==> config.mk <==
export PLATFORM = sky130hd
export DESIGN_NAME = display_scan_ctrl
export DESIGN_NICKNAME = d
export VERILOG_FILES = /design/src/rtl/display_scan_ctrl.sv
export SDC_FILE = /design/constraint.sdc
export NUM_CORES = 1
export LEC_CHECK = 0
export CAP_MARGIN = 20
export CORE_ASPECT_RATIO = 1.2
export CORE_MARGIN = 1
export CORE_UTILIZATION = 58
export CTS_BUF_LIST = sky130_fd_sc_hd__clkbuf_4
export DETAILED_ROUTE_END_ITERATION = 10
export HOLD_SLACK_MARGIN = 0.08
export PLACE_DENSITY = 0.82
export SYNTH_ARGS = -nofsm -noshare
export SYNTH_HDL_FRONTEND = slang
export SYNTH_SLANG_ARGS = --single-unit
export TNS_END_PERCENT = 30
==> constraint.sdc <==
create_clock -name clk -period 2.9 [get_ports clk]
set_input_delay 0.29 -clock clk [delete_from_list [all_inputs] [get_ports clk]]
set_output_delay 0.29 -clock clk [all_outputs]
set_load 0.1 [all_outputs]
==> src/rtl/display_scan_ctrl.sv <==
// Four-digit seven-segment scan controller with a small register window on the lisp_core bus.
// Optional blink support (CTRL bit4) is compiled in when DISPLAY_SCAN_BLINK_EN is defined.
module display_scan_ctrl #(
    parameter int BASE_INDEX  = 8,
    parameter int SCAN_DIV    = 1024,
    parameter int DEAD_CYCLES = 4
) (
    input  logic        clk,
    input  logic        reset_n,
    input  logic [6:0]  register_index,
    input  logic        register_read,
    input  logic        register_write,
    input  logic [15:0] register_write_value,
    output logic [15:0] register_read_value,
    output logic [6:0]  seg_out,
    output logic [3:0]  digit_sel
);

    localparam int CNT_MAX = (SCAN_DIV > DEAD_CYCLES) ? SCAN_DIV : DEAD_CYCLES;
    localparam int CNT_W   = $clog2(CNT_MAX + 1);
    localparam int SLICE   = SCAN_DIV / 8;

    typedef enum logic [1:0] {IDLE, DRIVE, BLANK} scan_state_t;

    scan_state_t      r_state;
    scan_state_t      w_nextState;
    logic [6:0]       r_digit [4];
    logic             r_enable;
    logic [2:0]       r_bright;
`ifdef DISPLAY_SCAN_BLINK_EN
    logic             r_blink;
`endif
    logic [13:0]      r_frame;
    logic [1:0]       r_digitIdx;
    logic [CNT_W-1:0] r_slotCnt;
    logic [6:0]       r_pattern;
    logic [15:0]      r_readValue;

    logic [6:0]       w_offset;
    logic             w_inMap;
    logic             w_enableNext;
    logic             w_latch;
    logic             w_frameInc;
    logic [1:0]       w_digitIdxNext;
    logic [CNT_W-1:0] w_slotCntNext;
    logic [CNT_W-1:0] w_litLimit;
    logic [15:0]      w_readMux;
    logic             w_unused;

    assign w_offset = register_index - 7'(BASE_INDEX);
    assign w_inMap  = (register_index >= 7'(BASE_INDEX)) && (w_offset < 7'd6);
    assign w_unused = &{1'b0, register_write_value[15:7]};

    // Scan decisions look at the enable value being written this edge, so a CTRL write acts next cycle.
    assign w_enableNext = (register_write && w_inMap && (w_offset == 7'd4))
                        ? register_write_value[0] : r_enable;
    assign w_litLimit   = CNT_W'((int'(r_bright) + 1) * SLICE);

    assign register_read_value = r_readValue;

    always_comb begin
        w_readMux = '0;
        if (w_inMap) begin
            case (w_offset[2:0])
                3'd0, 3'd1, 3'd2, 3'd3: w_readMux[6:0] = r_digit[w_offset[1:0]];
                3'd4: begin
                    w_readMux[3:0] = {r_bright, r_enable};
`ifdef DISPLAY_SCAN_BLINK_EN
                    w_readMux[4] = r_blink;
`endif
                end
                3'd5:    w_readMux = {r_frame, r_digitIdx};
                default: w_readMux = '0;
            endcase
        end
    end

    always_ff @(posedge clk or negedge reset_n) begin
        if (!reset_n) begin
            for (int i = 0; i < 4; i++) r_digit[i] <= '0;
            r_enable    <= 1'b0;
            r_bright    <= '0;
`ifdef DISPLAY_SCAN_BLINK_EN
            r_blink     <= 1'b0;
`endif
            r_readValue <= '0;
        end else begin
            if (register_read) r_readValue <= w_readMux;
            if (register_write && w_inMap) begin
                case (w_offset[2:0])
                    3'd0, 3'd1, 3'd2, 3'd3: r_digit[w_offset[1:0]] <= register_write_value[6:0];
                    3'd4: begin
                        r_enable <= register_write_value[0];
                        r_bright <= register_write_value[3:1];
`ifdef DISPLAY_SCAN_BLINK_EN
                        r_blink  <= register_write_value[4];
`endif
                    end
                    default: ;
                endcase
            end
        end
    end

    always_comb begin
        w_nextState    = r_state;
        w_slotCntNext  = r_slotCnt;
        w_digitIdxNext = r_digitIdx;
        w_latch        = 1'b0;
        w_frameInc     = 1'b0;
        seg_out        = '0;
        digit_sel      = '0;
        if (!w_enableNext) begin
            w_nextState    = IDLE;
            w_slotCntNext  = '0;
            w_digitIdxNext = '0;
        end else begin
            case (r_state)
                IDLE: begin
                    w_nextState    = DRIVE;
                    w_slotCntNext  = '0;
                    w_digitIdxNext = '0;
                    w_latch        = 1'b1;
                end
                DRIVE: begin
                    if (r_slotCnt == CNT_W'(SCAN_DIV - 1)) begin
                        w_nextState   = BLANK;
                        w_slotCntNext = '0;
                    end else begin
                        w_slotCntNext = r_slotCnt + 1'b1;
                    end
                end
                BLANK: begin
                    if (r_slotCnt == CNT_W'(DEAD_CYCLES - 1)) begin
                        w_nextState    = DRIVE;
                        w_slotCntNext  = '0;
                        w_digitIdxNext = r_digitIdx + 2'd1;
                        w_latch        = 1'b1;
                        w_frameInc     = (r_digitIdx == 2'd3);
                    end else begin
                        w_slotCntNext = r_slotCnt + 1'b1;
                    end
                end
                default: w_nextState = IDLE;
            endcase
        end
        if (r_state == DRIVE) begin
            digit_sel = 4'b0001 << r_digitIdx;
            if (r_slotCnt < w_litLimit) seg_out = r_pattern;
`ifdef DISPLAY_SCAN_BLINK_EN
            if (r_blink && r_frame[7]) seg_out = '0;
`endif
        end
    end

    // The pattern is captured at slot entry so mid-slot digit writes only show on the next slot.
    always_ff @(posedge clk or negedge reset_n) begin
        if (!reset_n) begin
            r_state    <= IDLE;
            r_slotCnt  <= '0;
            r_digitIdx <= '0;
            r_pattern  <= '0;
            r_frame    <= '0;
        end else begin
            r_state    <= w_nextState;
            r_slotCnt  <= w_slotCntNext;
            r_digitIdx <= w_digitIdxNext;
            if (w_latch) r_pattern <= r_digit[w_digitIdxNext];
            if (w_frameInc) r_frame <= r_frame + 14'd1;
        end
    end

endmodule

# After elaboration in Yosys (flattened, before gate mapping)
# Cells that the tools add are included.
totals:
  register_bits: 84
  out_inout_bits: 27
  input_bits: 27
  word_cells: 84
classes:
  bitwise_logic: 2
  n_eq_ne: 14
  n_lt_le_gt_ge: 6
  addsub: 5
  reduce_logical: 10
  muxes: 34
  shifts: 1
ops:
  columns: ["cell", "count"]
  rows:
  - ["2-to-1 mux 7 bit", 7]
  - ["2-to-1 mux 11 bit", 3]
  - ["case mux 11 bit (3 select lines)", 1]
  - ["binary-select mux 7 bit (select 2 bit)", 2]
  - ["bitwise mux 28 bit", 1]
  - ["2-to-1 mux 16 bit", 1]
  - ["adder 14 x 1 -> 14 bit (second input constant)", 1]
  - ["demux 7 bit (select 2 bit)", 1]
  - ["case mux 4 bit (3 select lines)", 1]
  - ["adder 11 x 1 -> 11 bit (second input constant)", 1]
  - ["== test 11 x 10 -> 1 bit (second input constant)", 1]
  - ["== test 11 x 2 -> 1 bit (second input constant)", 1]
  - ["less-than comparator 11 bit", 1]
  - ["2-to-1 mux 2 bit", 5]
  - ["2-to-1 mux 9 bit", 1]
  - ["== test 7 x 3 -> 1 bit (second input constant)", 1]
  - ["greater-or-equal comparator 7 x 4 -> 1 bit (second input constant)", 1]
  - ["less-than comparator 7 x 3 -> 1 bit (second input constant)", 1]
  - ["subtractor 7 x 4 -> 7 bit (second input constant)", 1]
  - ["== test 3 x 2 -> 1 bit (second input constant)", 2]
  - ["== test 3 bit (second input constant)", 2]
  - ["greater-or-equal comparator 3 bit (second input constant)", 2]
  - ["2-to-1 mux 1 bit", 6]
  - ["inequality test 3 bit (second input constant)", 2]
  - ["other kinds (19)", 26]

# Logic depth before layout (Yosys ltp)
depth:
  word_depth: 11
  mapped_depth: 10
  mapped_depth_nobuf: 8

# Least setup slack after synthesis
# No wires, ideal clock.
synth_timing:
  path_type: "reg2out"
  startpoint: "register r_bright[0]"
  endpoint: "output seg_out[0]"
  slack_ns: 0.152
  n_path_buf: 0
  stages_incl_launch_ff: 9
  arrival_ns: 2.458
  required_time_ns: 2.610
  path_cell_list: "dfrtp_1 -> ha_1 -> inv_1 -> ha_1 -> o21a_1 -> o21ai_0 -> nand2b_1 -> a211oi_1 -> and2_1"
synth_via:
  elab_chain_cells: 4
synth_lines:
  columns: ["item", "line_no", "text"]
  rows:
  - ["from (decl)", "29", "logic [2:0] r_bright;"]
  - ["from (signal assigned)", "94", "r_bright <= register_write_value[3:1];"]
  - ["adder 3 x 1 -> 4 bit", "57", "assign w_litLimit = CNT_W'((int'(r_bright) + 1) * SLICE);"]
  - ["less-than comparator 11 bit", "149", "if (r_slotCnt < w_litLimit) seg_out = r_pattern;"]
  - ["2-to-1 mux 7 bit", "149", null]
  - ["2-to-1 mux 7 bit", "147", "if (r_state == DRIVE) begin"]
  - ["to (decl)", "15", "output logic [6:0] seg_out,"]
# No other way between the ends.

# Final worst setup path
layout_timing:
  startpoint: "register r_bright[1]"
  endpoint: "output seg_out[5]"
# Same word-level chain as after synthesis.

==> results.toml <==
[synthesis]
avgSynthCellArea_um2 = 11.6
synth_top_area_share_pct = 45.1
synth_cells = 402
synth-seq-cells = 84
synthFlopType = "dfrtp_1"
yosys.area.top_type = "dfrtp_1"
yosysWarnings = 0
ys_types = 55
syn_nets = 446
synthXorXnorAreaFrac_pct = 2.82
synth_top_family_by_area = "simple AND/OR/NAND/NOR gates"
synthSimpleGateAreaFrac_pct = 17.3
synth_mux_area_share_pct = 13.5
synth_area_um2 = 4660
synth_compound_area_share_pct = 14.0
ys_seq_area_share_pct = 45.1
synthAdderAreaFrac_pct = 4.56
ys_top_cells_by_area = "dfrtp_1, mux2_2, ha_1"
synth_edf_count = 0
synthArstFlopShare_pct = 100

[setup_path]
critPathLaunch = "r_bright[1]"
endpoint = "seg_out[5]"
criticalPathCategory = "flip-flop to output pin"
required_ps = 2610
rrSetupSlack_ps = 340
r2r_cells = 10
r2r-end = "r_pattern[3]"
arrival_ps = 2490
cp-start-kind = "flip-flop"
r2r-start = "r_slotCnt[0]"
crit_path_max_fanout = 7
endpoint_kind = "output pin"

[timing]
skew_ps = 10.8
fmax_mhz = 359
relSlewSlack_pct = 60.5
final_max_slew_viol_count = 0
worstMarginPinSlew_ps = 592
fin_tns_setup_ps = 0
hold_violations = 0
setup_slack_ps = 115
fin_crit_sh_pct = 96.0
hold_ws_ps = 224
min_period_ps = 2780
setup_viol = 0

[global_route]
grt_max_degree = 85
grt_use_total_pct = 26.3
grt_pass1_vias = 3583
gr-total-overflow = 0
antenna_found_initial = 0
grt_pass1_wl_um = 17300

[worst_hold_path]
hold_path.class = "primary input to asynchronous set/reset pin"

[pwr]
vdd_drop_max_v = 0.000333
p_per_area_nw_per_um2 = 424
p_leak_nw = 2.57

[flow_run]
cap_viol_max_count = 0

[clock_tree]
max-clock-path-buffers = 2
clk_pin_slew_ps = 130
cts_buffers = 9
htree_num_levels = 3
clk_latency_ps = 440
cts.sinks = 84
cts_tree = "done"
cts-root-buf = "clkbuf_4"

[drt]
wl_per_cell_um = 17.7
drtPass1Iterations = 7
drtAntennaViolNets = 0
vias_per_cell = 6.07
drc_errors = 3
totalWireLength_um = 10300
via_count = 3537
drt_iter0_drc = 202

[placement]
pre_cts_ws_ps = -265
gp_congestion = 0.837
dp.final_hpwl_um = 7460
io_buffers = 44

[finish]
fillCellCount = 540
final_layout_size_suffix_gt1_share_pct = 30.8
num_antenna_cells = 0
final_net_count = 530
regArea_um2 = 2100
area_growth_pct = 21.5
multiInputGateArea_um2 = 2460

[floorplanning]
die-area_um2 = 8400
start_util_pct = 60.2
placementRows = 35
core_um2 = 7750
ios = 54
fp.dieH_um = 100
fp.dieW_um = 83.9

[outcome]
failed_checks = "design-rule violations"
status = "finished, violations left"
[cells in the final DEF (no fill, tap or decap), drive strengths merged, types with 3 or more instances in the layout]
cell type / netlist / layout
nor2b: 4 / 4
mux4: 7 / 7
and2: 13 / 13
a31oi: 6 / 6
o211ai: 7 / 7
a21oi: 4 / 4
nor3b: 8 / 8
a221o: 3 / 3
nand2: 21 / 21
and3: 8 / 8
a22o: 13 / 13
clkdlybuf4s50: 0 / 16
a21o: 5 / 5
inv: 11 / 14
o21a: 3 / 3
clkbuf: 11 / 9
buf: 6 / 73
nor3: 12 / 12
clkinv: 0 / 4
o21ai: 4 / 4
xnor2: 13 / 13
o2111a: 7 / 7
a211oi: 7 / 7
dfrtp: 84 / 84
mux2i: 9 / 9
nand3b: 10 / 10
nor2: 16 / 16
nor4: 3 / 3
nand3: 18 / 18
mux2: 34 / 34
o2bb2ai: 4 / 4
nor4b: 4 / 4
ha: 17 / 17
nand4b: 7 / 7
nand4: 5 / 5
[metrics by stage]
stage	instances	power, W	area (um2)	util (%)
finish	583	0.00240	5670	73.1
global route	583	0.00249	5670	73.1
CTS	582	0.00239	5610	72.4
detailed placement	564	0.00179	5480	70.7
global placement	564	0.00177	5480	70.7
floorplan	402	0.00161	4660	-
[worst max-delay path: stages, from the launching register on]
cell      delay [ps]
dfrtp_1          440
ha_1             290
inv_1             40
ha_1             260
o21a_1           100
o21ai_0          130
nand2b_1          80
a211oi_2         220
buf_6            170
and2_4           160
buf_12           170
[flip-flops by register name, indices dropped and copies added, names as in the netlist]
name                 flops
r_enable                 1
register_read_value     16
r_pattern                7
r_state                  2
r_slotCnt               11
r_digitIdx               2
r_bright                 3
r_frame                 14
r_digit                 28
[worst min path at each step]
stage / slack (ps) / end / cells after the start
detailed placement: 480 / register_read_value[1] / 1
global placement: 480 / r_frame[10] / 1
CTS: 510 / register_read_value[1] / 1
floorplan: -6 / r_bright[0] / 0
finish: 220 / r_digit[8] / 2
global route: 250 / r_digit[8] / 2
[per-layer routing]
| layer | up-vias | routed length [um] | GRT usage (%) |
|---|---|---|---|
| met3 | 10 | 429 | 3.21 |
| li1 | 1681 | - | - |
| met1 | 1755 | 4400 | 32.6 |
| met4 | 0 | 132 | 11.0 |
| met2 | 91 | 5390 | 46.8 |
| met5 | - | 0 | 0 |
[power breakdown]
| part | switching, W | internal (W) |
|---|---|---|
| clock network | 0.000432 | 0.000183 |
| logic | 0.000231 | 0.000229 |
| registers | 0.0000632 | 0.00126 |
| total | 0.000726 | 0.00167 |
[final cells by class]
cell class | instances | share of cell area (%)
timing repair buffer | 90 | 14.6
multi-input combinational | 290 | 43.4
sequential | 84 | 37.1
clock buffer | 9 | 1.19
clock inverter | 7 | 0.883
tap | 92 | 2.03
inverter | 11 | 0.729
[synth_stat cells (all sizes together) (3+ instances only)]
cell,count
a211oi,7
a21o,5
a21oi,4
a221o,3
a22o,13
a31oi,6
and2,13
and3,8
buf,6
clkbuf,11
dfrtp,84
ha,17
inv,11
mux2,34
mux2i,9
mux4,7
nand2,21
nand3,18
nand3b,10
nand4,5
nand4b,7
nor2,16
nor2b,4
nor3,12
nor3b,8
nor4,3
nor4b,4
o2111a,7
o211ai,7
o21a,3
o21ai,4
o2bb2ai,4
xnor2,13
[cell families (layout without fill, tap and decap cells)]
kind of cell | after synthesis | count (layout)
simple gates | 136 | 136
flops | 84 | 84
compound gates | 72 | 72
mux | 50 | 50
buf+inv | 28 | 117
fa+ha+maj | 17 | 17
xor+xnor | 15 | 15
[repair_timing]
action	4_1_cts	5_1_grt
gates cloned	0	0
pin swaps	0	1
endpoints found under the setup margin	4	7
hold buffers	1	0
endpoints found under the hold margin	84	0
gates resized for setup	0	9
buffers inserted	1	0
No activity file was read; power rests on OpenSTA's default activity.
